**src/rtl/mulpop_pkg.sv**
```systemverilog
// Shared types and helpers for the multiply/popcount arbiter.
// Optional build macro MULPOP_EARLY_TERM_EN is consumed by mulpop_engine.
package mulpop_pkg;

   localparam int unsigned RW  = 32;
   localparam int unsigned LW  = 6;
   localparam int unsigned IDW = 3;

   typedef enum logic [1:0] {
      StIdle,
      StMult,
      StPop,
      StResp
   } state_e;

   function automatic logic [LW-1:0] popcount(input logic [RW-1:0] v);
      logic [LW-1:0] n;
      n = '0;
      for (int i = 0; i < RW; i++) begin
         n = n + LW'(v[i]);
      end
      return n;
   endfunction

endpackage

```
**src/rtl/mulpop_engine.sv**
```systemverilog
// Shift-add multiplier (one multiplier bit per cycle) with popcount/overflow of the result.
// Define MULPOP_EARLY_TERM_EN to stop once the remaining multiplier bits are all zero.
module mulpop_engine
   import mulpop_pkg::*;
#(
   parameter int unsigned AW = 24
) (
   input  logic          clk,
   input  logic          n_reset,
   input  logic          start,
   input  logic [AW-1:0] a,
   input  logic [AW-1:0] b,
   output logic          done,
   output logic [RW-1:0] w,
   output logic [LW-1:0] l,
   output logic          ovf
);

   localparam int unsigned PW = 2 * AW;
   localparam int unsigned CW = $clog2(AW);

   logic [PW-1:0] acc_q, acc_d;
   logic [PW-1:0] mcand_q, mcand_d;
   logic [AW-1:0] mplr_q, mplr_d;
   logic [CW-1:0] cnt_q, cnt_d;
   logic          run_q, run_d;
   logic          done_q, done_d;
   logic          last;

`ifdef MULPOP_EARLY_TERM_EN
   assign last = (mplr_q == '0) || (cnt_q == CW'(AW - 1));
`else
   assign last = (cnt_q == CW'(AW - 1));
`endif

   always_comb begin
      acc_d   = acc_q;
      mcand_d = mcand_q;
      mplr_d  = mplr_q;
      cnt_d   = cnt_q;
      run_d   = run_q;
      done_d  = done_q;
      if (start) begin
         acc_d   = '0;
         mcand_d = PW'(a);
         mplr_d  = b;
         cnt_d   = '0;
         run_d   = 1'b1;
         done_d  = 1'b0;
      end else if (run_q) begin
         if (mplr_q[0]) begin
            acc_d = acc_q + mcand_q;
         end
         mcand_d = mcand_q << 1;
         mplr_d  = mplr_q >> 1;
         cnt_d   = cnt_q + 1'b1;
         if (last) begin
            run_d  = 1'b0;
            done_d = 1'b1;
         end
      end
   end

   always_ff @(posedge clk or negedge n_reset) begin
      if (!n_reset) begin
         acc_q   <= '0;
         mcand_q <= '0;
         mplr_q  <= '0;
         cnt_q   <= '0;
         run_q   <= 1'b0;
         done_q  <= 1'b0;
      end else begin
         acc_q   <= acc_d;
         mcand_q <= mcand_d;
         mplr_q  <= mplr_d;
         cnt_q   <= cnt_d;
         run_q   <= run_d;
         done_q  <= done_d;
      end
   end

   assign done = done_q;
   assign w    = acc_q[RW-1:0];
   assign l    = popcount(acc_q[RW-1:0]);

   if (PW > RW) begin : g_ovf
      assign ovf = |acc_q[PW-1:RW];
   end else begin : g_no_ovf
      assign ovf = 1'b0;
   end

endmodule

```
**src/rtl/mulpop_arbiter.sv**
```systemverilog
// Round-robin front end sharing one mulpop_engine between NREQ requesters.
// Build macro MULPOP_EARLY_TERM_EN (engine early termination) is optional.
module mulpop_arbiter
   import mulpop_pkg::*;
#(
   parameter int unsigned NREQ = 2,
   parameter int unsigned AW   = 24
) (
   input  logic               clk,
   input  logic               n_reset,
   input  logic [NREQ-1:0]    req_valid,
   output logic [NREQ-1:0]    req_ready,
   input  logic [NREQ*AW-1:0] req_a,
   input  logic [NREQ*AW-1:0] req_b,
   output logic               rsp_valid,
   input  logic               rsp_ready,
   output logic [IDW-1:0]     rsp_id,
   output logic [RW-1:0]      rsp_w,
   output logic [LW-1:0]      rsp_l,
   output logic               rsp_ovf,
   output logic               busy,
   output logic [15:0]        op_count
);

   state_e         state_q, state_d;
   logic [IDW-1:0] ptr_q, ptr_d;
   logic [IDW-1:0] id_q, id_d;
   logic [RW-1:0]  w_q, w_d;
   logic [LW-1:0]  l_q, l_d;
   logic           ovf_q, ovf_d;
   logic [15:0]    cnt_q, cnt_d;

   logic           gnt_vld;
   logic [IDW-1:0] gnt_idx;
   logic           hi_vld, lo_vld;
   logic [IDW-1:0] hi_idx, lo_idx;
   logic [AW-1:0]  sel_a, sel_b;
   logic           start;

   logic           eng_done;
   logic [RW-1:0]  eng_w;
   logic [LW-1:0]  eng_l;
   logic           eng_ovf;

   // Lowest index above the pointer wins; otherwise wrap to the lowest index at or below it.
   always_comb begin
      hi_vld = 1'b0;
      hi_idx = '0;
      lo_vld = 1'b0;
      lo_idx = '0;
      for (int i = int'(NREQ) - 1; i >= 0; i--) begin
         if (req_valid[i]) begin
            if (IDW'(i) > ptr_q) begin
               hi_vld = 1'b1;
               hi_idx = IDW'(i);
            end else begin
               lo_vld = 1'b1;
               lo_idx = IDW'(i);
            end
         end
      end
      gnt_vld = hi_vld | lo_vld;
      gnt_idx = hi_vld ? hi_idx : lo_idx;
   end

   always_comb begin
      sel_a = '0;
      sel_b = '0;
      for (int i = 0; i < int'(NREQ); i++) begin
         if (gnt_idx == IDW'(i)) begin
            sel_a = req_a[i*AW +: AW];
            sel_b = req_b[i*AW +: AW];
         end
      end
   end

   // Gated by n_reset so every output reads 0 while reset is held.
   always_comb begin
      req_ready = '0;
      for (int i = 0; i < int'(NREQ); i++) begin
         req_ready[i] = n_reset && (state_q == StIdle) && gnt_vld && (gnt_idx == IDW'(i));
      end
   end

   assign start = (state_q == StIdle) && gnt_vld;

   always_comb begin
      state_d = state_q;
      ptr_d   = ptr_q;
      id_d    = id_q;
      w_d     = w_q;
      l_d     = l_q;
      ovf_d   = ovf_q;
      cnt_d   = cnt_q;
      unique case (state_q)
         StIdle: begin
            if (gnt_vld) begin
               ptr_d   = gnt_idx;
               id_d    = gnt_idx;
               state_d = StMult;
            end
         end
         StMult: begin
            if (eng_done) begin
               state_d = StPop;
            end
         end
         StPop: begin
            w_d     = eng_w;
            l_d     = eng_l;
            ovf_d   = eng_ovf;
            state_d = StResp;
         end
         StResp: begin
            if (rsp_ready) begin
               cnt_d   = cnt_q + 16'd1;
               state_d = StIdle;
            end
         end
         default: state_d = StIdle;
      endcase
   end

   always_ff @(posedge clk or negedge n_reset) begin
      if (!n_reset) begin
         state_q <= StIdle;
         ptr_q   <= IDW'(NREQ - 1);
         id_q    <= '0;
         w_q     <= '0;
         l_q     <= '0;
         ovf_q   <= 1'b0;
         cnt_q   <= '0;
      end else begin
         state_q <= state_d;
         ptr_q   <= ptr_d;
         id_q    <= id_d;
         w_q     <= w_d;
         l_q     <= l_d;
         ovf_q   <= ovf_d;
         cnt_q   <= cnt_d;
      end
   end

   mulpop_engine #(
      .AW (AW)
   ) u_engine (
      .clk     (clk),
      .n_reset (n_reset),
      .start   (start),
      .a       (sel_a),
      .b       (sel_b),
      .done    (eng_done),
      .w       (eng_w),
      .l       (eng_l),
      .ovf     (eng_ovf)
   );

   assign rsp_valid = (state_q == StResp);
   assign busy      = (state_q != StIdle);
   assign rsp_id    = id_q;
   assign rsp_w     = w_q;
   assign rsp_l     = l_q;
   assign rsp_ovf   = ovf_q;
   assign op_count  = cnt_q;

endmodule

```
**config.mk**
```make
export PLATFORM = sky130hd
export DESIGN_NAME = mulpop_arbiter
export DESIGN_NICKNAME = d
export VERILOG_FILES = /design/src/rtl/mulpop_pkg.sv /design/src/rtl/mulpop_engine.sv /design/src/rtl/mulpop_arbiter.sv
export SDC_FILE = /design/constraint.sdc
export NUM_CORES = 1
export LEC_CHECK = 0
export ABC_AREA = 1
export BUFFER_PORTS_ARGS = -buffer_cell sky130_fd_sc_hd__buf_2
export CORE_ASPECT_RATIO = 1.5
export CORE_MARGIN = 2
export CORE_UTILIZATION = 51
export DETAILED_ROUTE_END_ITERATION = 16
export PLACE_DENSITY_LB_ADDON = 0.15
export SETUP_SLACK_MARGIN = 0.4
export SYNTH_ARGS = -nofsm -noshare
export SYNTH_HDL_FRONTEND = slang
export SYNTH_SLANG_ARGS = --single-unit
```
**constraint.sdc**
```tcl
create_clock -name clk -period 14.8 [get_ports clk]
set_input_delay 1.48 -clock clk [delete_from_list [all_inputs] [get_ports clk]]
set_output_delay 1.48 -clock clk [all_outputs]
set_load 0.02 [all_outputs]
```
==> Word level (Yosys, flattened, before mapping) <==
Index checks and enable logic that the tools add are counted.
{ "word_totals": {"inputBits": 101, "ff_bits": 190, "output_inout_bits": 62, "elab_cells": 115} }
{ "op_classes": {"addsub": 34, "bitwise": 1, "reduce_logical": 17, "mux": 40, "n_eq_ne": 8, "order_cmp": 2} }
{ "op_table": {"columns": ["operator", "n"], "rows": [
  ["48-bit two-way mux", 5],
  ["6-bit by 1-bit adder with 6-bit output", 30],
  ["24-bit two-way mux", 6],
  ["48-bit adder", 1],
  ["1-bit two-way mux", 18],
  ["16-bit by 1-bit adder with 16-bit output, second input constant", 1],
  ["16-bit OR reduction", 1],
  ["3-bit two-way mux", 5],
  ["5-bit two-way mux", 2],
  ["2-bit one-hot mux with 4 select lines", 1],
  ["2-bit AND reduction", 4],
  ["2-bit nonzero test", 4],
  ["1-bit by 3-bit > comparator with 1-bit output, first input constant", 2],
  ["2-bit two-way mux", 3],
  ["5-bit by 1-bit adder with 5-bit output, second input constant", 1],
  ["5-bit == test, second input constant", 1],
  ["1-bit logical AND", 5],
  ["2-bit == test, second input constant", 2],
  ["2-bit by 1-bit != test with 1-bit output, second input constant", 2],
  ["3-bit by 1-bit == test with 1-bit output, second input constant", 1],
  ["3-bit zero test", 1],
  ["3-bit AND reduction", 1],
  ["1-bit by 1-bit adder with 2-bit output", 1],
  ["2-bit by 1-bit == test with 1-bit output, second input constant", 1],
  ["other kinds (3)", 3]
]} }

==> Logic depth before layout (Yosys ltp) <==
{ "depth": {"depth_word": 31, "mapped_depth": 20, "ltp_nobuf": 20} }

==> Cells and area by module <==
From an unflattened synthesis, not the netlist that was laid out.
{ "unflattened": {"cells_unflattened": 1917, "hier_area_um2": 13447.9} }
{ "by_module_without_submodules": {"columns": ["module", "area_each_um2", "cells_per_inst", "n_inst", "seq_area_each_um2"], "rows": [
  ["mulpop_engine", 10301.1, 1540, 1, 3178.0],
  ["mulpop_arbiter", 3146.8, 377, 1, 1477.7]
]} }

==> Worst setup path before layout <==
No wires, ideal clock.
{ "synth_timing": {"path_type": "reg2reg", "from": "reg u_engine.acc_q[0]", "to": "reg l_q[4], in the netlist rsp_l[4]", "arrival_ns": 4.888, "setup_time_ns": 0.065, "path_buffers": 0, "path_stages_with_launch": 18, "slack_ns": 9.846, "synth_period_minus_slack_ns": 4.954, "required_time_ns": 14.735, "path_cell_list": "dfrtp_1 ha_1 inv_1 fa_1 fa_1 fa_1 fa_1 fa_1 fa_1 inv_1 fa_1 fa_1 nand2_1 nand2_1 a21oi_1 xnor2_1 nand2_1 nand2_1"} }
{ "synth_via": {"elab_chain_len": 31} }
{ "synth_lines": {"columns": ["element", "line_no", "text"], "rows": [
  ["start: declaration", "mulpop_engine.sv:22", "logic [PW-1:0] acc_q, acc_d;"],
  ["start signal: assignment", "mulpop_engine.sv:66", "acc_q <= '0;"],
  ["start signal: assignment", "mulpop_engine.sv:73", "acc_q <= acc_d;"],
  ["1-bit by 1-bit adder with 2-bit output", "mulpop_pkg.sv:20", "n = n + LW'(v[i]);"],
  ["6-bit by 1-bit adder with 6-bit output (30 in series)", "mulpop_pkg.sv:20", null],
  ["end signal: assignment", "mulpop_arbiter.sv:138", "l_q <= l_d;"],
  ["end: declaration", "mulpop_arbiter.sv:29", "logic [LW-1:0] l_q, l_d;"]
]} }
No other way between the ends.
A chain may end at the register's enable or synchronous reset.

==> Worst setup path after layout <==
Same ends and word-level chain as after synthesis.

==> impl_metrics.csv <==
group,metric,value,unit
clock_network,clkSlewWorstSetupHoldPaths,70,ps
logic_synthesis,postSynthAreaPerCell,6.79,sq um
layout,num-fill-cells,2606,
logic_synthesis,ys_ff_latch,186,
floorplanning,start_util,0.515,
logic_synthesis,netlist_instances,1949,
clock_network,clk_path_buf_depth,2,
flow_run,cap_violations,0,
sta,rsz0062_at_grt,"no",
setup_path,crit_top_cell,"fa_1",
floorplanning,core,25700,sq um
clock_network,cts_buffers,17,
logic_synthesis,synth_top_area_share,0.350,
clock_network,cts_resized,0,
grt,grt_pass1_vias,11800,
detailed_routing,first_iter_violations,732,
layout,area_growth,12.0,%
detailed_routing,avgRoutedWirePerCell,15.8,um
setup_path,path_cells,"ha_1, inv_1, fa_1, fa_1, fa_1, fa_1, fa_1, fa_1, inv_1, fa_1, fa_1, nand2_1, nand2_1, a21oi_1, xnor2_1, nand2_1, nand2_1",
clock_network,post_cts_buffers,0,
setup_path,end_kind,"flip-flop",
setup_path,r2r_start,"u_engine.acc_q[0]$_DFFE_PN0P_",
sta,finalCritPeriodShare,0.359,
power_and_ir_drop,p_comb_frac,0.584,
logic_synthesis,yosysWarnings,0,
setup_path,timing.reg2reg.setup_slack,9490,ps
detailed_routing,vias,12300,
sta,min_period,5310,ps
clock_network,hold_buffers,0,
logic_synthesis,yosysTopAreaCell,"dfrtp_1",
floorplanning,placement_rows,72,
layout,fin_area,14800,sq um
logic_synthesis,ys_seq_area_frac,0.352,
detailed_routing,drt_wl_total,38400,um
placement,numPortBuffers,160,
detailed_routing,dr.pass1.iters,5,
setup_path,cpMaxStageDelayCell,"fa_1",
power_and_ir_drop,peakVddDrop,0.000509,V
floorplanning,num_io_pins,163,
setup_path,crit_fanout,4,
power_and_ir_drop,p_per_area,208,nW/um^2
grt,grt_pass1_wl,61100,um
grt,grt_start_max_net_pins,102,
setup_path,r2r_end,"rsp_l[4]$_DFFE_PN0P_",
logic_synthesis,netlist_area,13200,sq um
hold_path,hold_class,"reg2reg",
clock_network,h-tree-depth,4,
logic_synthesis,yosysUniqueCellTypes,45,
detailed_routing,via_per_inst,5.07,
power_and_ir_drop,switching_share,0.491,
power_and_ir_drop,p_clk_frac,0.149,
power_and_ir_drop,p_leak,8.69,nW
placement,hpwl,30600,um
grt,antenna_found_initial,0,
sta,fmax,188,MHz
floorplanning,fp.dieH,201,um
grt,overflow,0,
sta,final.setup.tns,0,ps
sta,tightestPinTransition,1060,ps
sta,setup_viol,0,
setup_path,crit_path_max_incr_delay,600,ps
placement,place_congestion,0.989,
setup_path,critPathKind,"reg2reg",
layout,nets,2268,
layout,antenna_cells,0,
setup_path,crit_start,"u_engine.acc_q[0]$_DFFE_PN0P_",
clock_network,clock-sinks,186,
sta,maxSlewViolCount,0,
outcome,status,"finished clean",
power_and_ir_drop,internal_power,1.57,mW
setup_path,worstRegToRegCells,17,
hold_path,hold_path_end,"rsp_w[20]$_DFFE_PN0P_",
detailed_routing,route.detailed.drc,0,
power_and_ir_drop,p_seq_frac,0.267,
logic_synthesis,synth_area_leaders,"dfrtp_1, nand2_1, inv_1, ha_1, a21oi_1",
power_and_ir_drop,p_switching,1.52,mW
sta,hold_slack,470,ps
sta,hold_violations,0,
floorplanning,dieArea,27300,sq um
hold_path,min_from,"rsp_w[20]$_DFFE_PN0P_",
detailed_routing,antenna_left,0,
placement,placed_area,14200,sq um
layout,layout-drive-gt1-share,0.109,
clock_network,insertion_delay,440,ps
sta,clock_skew,8.58,ps
clock_network,cts_tree,"done",
setup_path,crit_required,15170,ps
clock_network,cts-root-buf,"clkbuf_16",
setup_path,critPathLaunchType,"flip-flop",
sta,max_slew_margin,0.296,
setup_path,crit_arrival,5690,ps
floorplanning,die_w,136,um
grt,track_usage,0.290,
hold_path,min_path_cells,2,
-- worst max-delay path: cells and delay by family (launching register included) --
kind | cells | cell delay, ps
flops | 1 | 430
fa+ha+maj | 9 | 4130
buf+inv | 2 | 100
xor+xnor | 1 | 130
simple gates | 4 | 310
compound gates | 1 | 160
-- state kept, by name, indices dropped and copies added (netlist names) --
register,count
op_count,16
ptr_q,1
rsp_id,1
rsp_l,6
rsp_ovf,1
rsp_w,32
state_q,2
u_engine.acc_q,48
u_engine.cnt_q,5
u_engine.done,1
u_engine.mcand_q,48
u_engine.mplr_q,24
u_engine.run_q,1
-- cell families after synthesis --
logic type | count (synthesis) | synth area share
AND/OR/NAND/NOR | 945 | 0.290
buffers and inverters | 425 | 0.126
AO/OA/AOI/OAI | 278 | 0.117
flip-flops | 186 | 0.352
adder cells (fa/ha/maj) | 87 | 0.0965
XOR/XNOR | 26 | 0.0172
other | 1 | 0.000283
multiplexers | 1 | 0.000851
-- layout make-up --
type	instances	area, sq um	share of cell area
multi-input combinational	1339	6920	0.467
sequential	186	4660	0.314
inverter	367	1380	0.0929
timing repair buffer	169	877	0.0592
clock buffer	19	443	0.0299
tap	333	417	0.0281
clock inverter	11	136	0.00920
-- cell usage in the layout (no fill, tap or decap), types with 2 or more instances in the layout --
cell type	instances
o21ai_1	2
nor2_2	7
nor2_1	138
nand2_2	3
a21boi_0	23
xor2_1	13
nand3_1	88
nand4_1	11
a31oi_1	2
nor3_2	3
a21oi_1	147
nor4_1	9
buf_4	9
nand2_1	667
dfrtp_1	184
a211oi_1	22
clkinvlp_4	4
fa_1	25
clkbuf_16	17
conb_1	2
nor2_4	6
nor3_1	8
ha_1	62
bufinv_16	2
buf_2	159
xnor2_1	13
o22ai_1	6
inv_6	3
o21bai_1	4
inv_2	3
inv_1	363
o21ai_0	65
clkbuf_8	2
a311oi_1	2
-- worst max path at each step --
stage / slack [ps] / endpoint
after floorplan: 9850 / rsp_l[4]$_DFFE_PN0P_
after global placement: 9610 / rsp_l[4]$_DFFE_PN0P_
after CTS: 9460 / rsp_l[4]$_DFFE_PN0P_
after detailed placement: 9540 / rsp_l[4]$_DFFE_PN0P_
final: 9490 / rsp_l[4]$_DFFE_PN0P_
after global routing: 9240 / rsp_l[4]$_DFFE_PN0P_
-- through the flow --
step / std cells / total power [mW] / utilization / setup slack, ps
finish: 2424 / 3.08 / 0.577 / 9490
global route: 2424 / 3.41 / 0.577 / 9240
CTS: 2424 / 3.11 / 0.577 / 9460
detailed placement: 2394 / 2.64 / 0.555 / 9540
global placement: 2394 / 2.58 / 0.555 / 9610
floorplan: 1950 / 2.14 / - / 9850
-- Yosys cell counts (all sizes together) --
cell type,count
a21oi,147
dfrtp,185
clkinv,1
xnor2,13
o21ai,68
ha,62
o22ai,6
and2,1
a31oi,2
nor2,151
clkbuf,20
mux2,1
o211ai,1
xor2,13
nor4,9
nand4,11
a21o,1
inv,366
o21bai,4
nor3,12
a311oi,2
a22o,1
nand3,90
fa,25
buf,38
a211oi,22
dfstp,1
nand2,670
conb,1
a21boi,23
a221oi,1
nand3b,1
-- power by group through the flow --
stage | sequential, mW | combinational [mW] | clock, mW
after detailed placement | 0.830 | 1.81 | 0
after CTS | 0.822 | 1.83 | 0.468
after floorplan | 0.822 | 1.32 | 0
after global routing | 0.838 | 2.08 | 0.489
final | 0.823 | 1.80 | 0.460
after global placement | 0.826 | 1.75 | 0
-- routing by layer --
layer,GRT usage,share of wire,vias up
met4,0.178,0.065,0
met5,0,0,-
met1,0.331,0.40,5683
met2,0.516,0.51,256
li1,-,-,6261
met3,0.0285,0.025,92
Note: power is estimated with default switching activity, not from simulation.
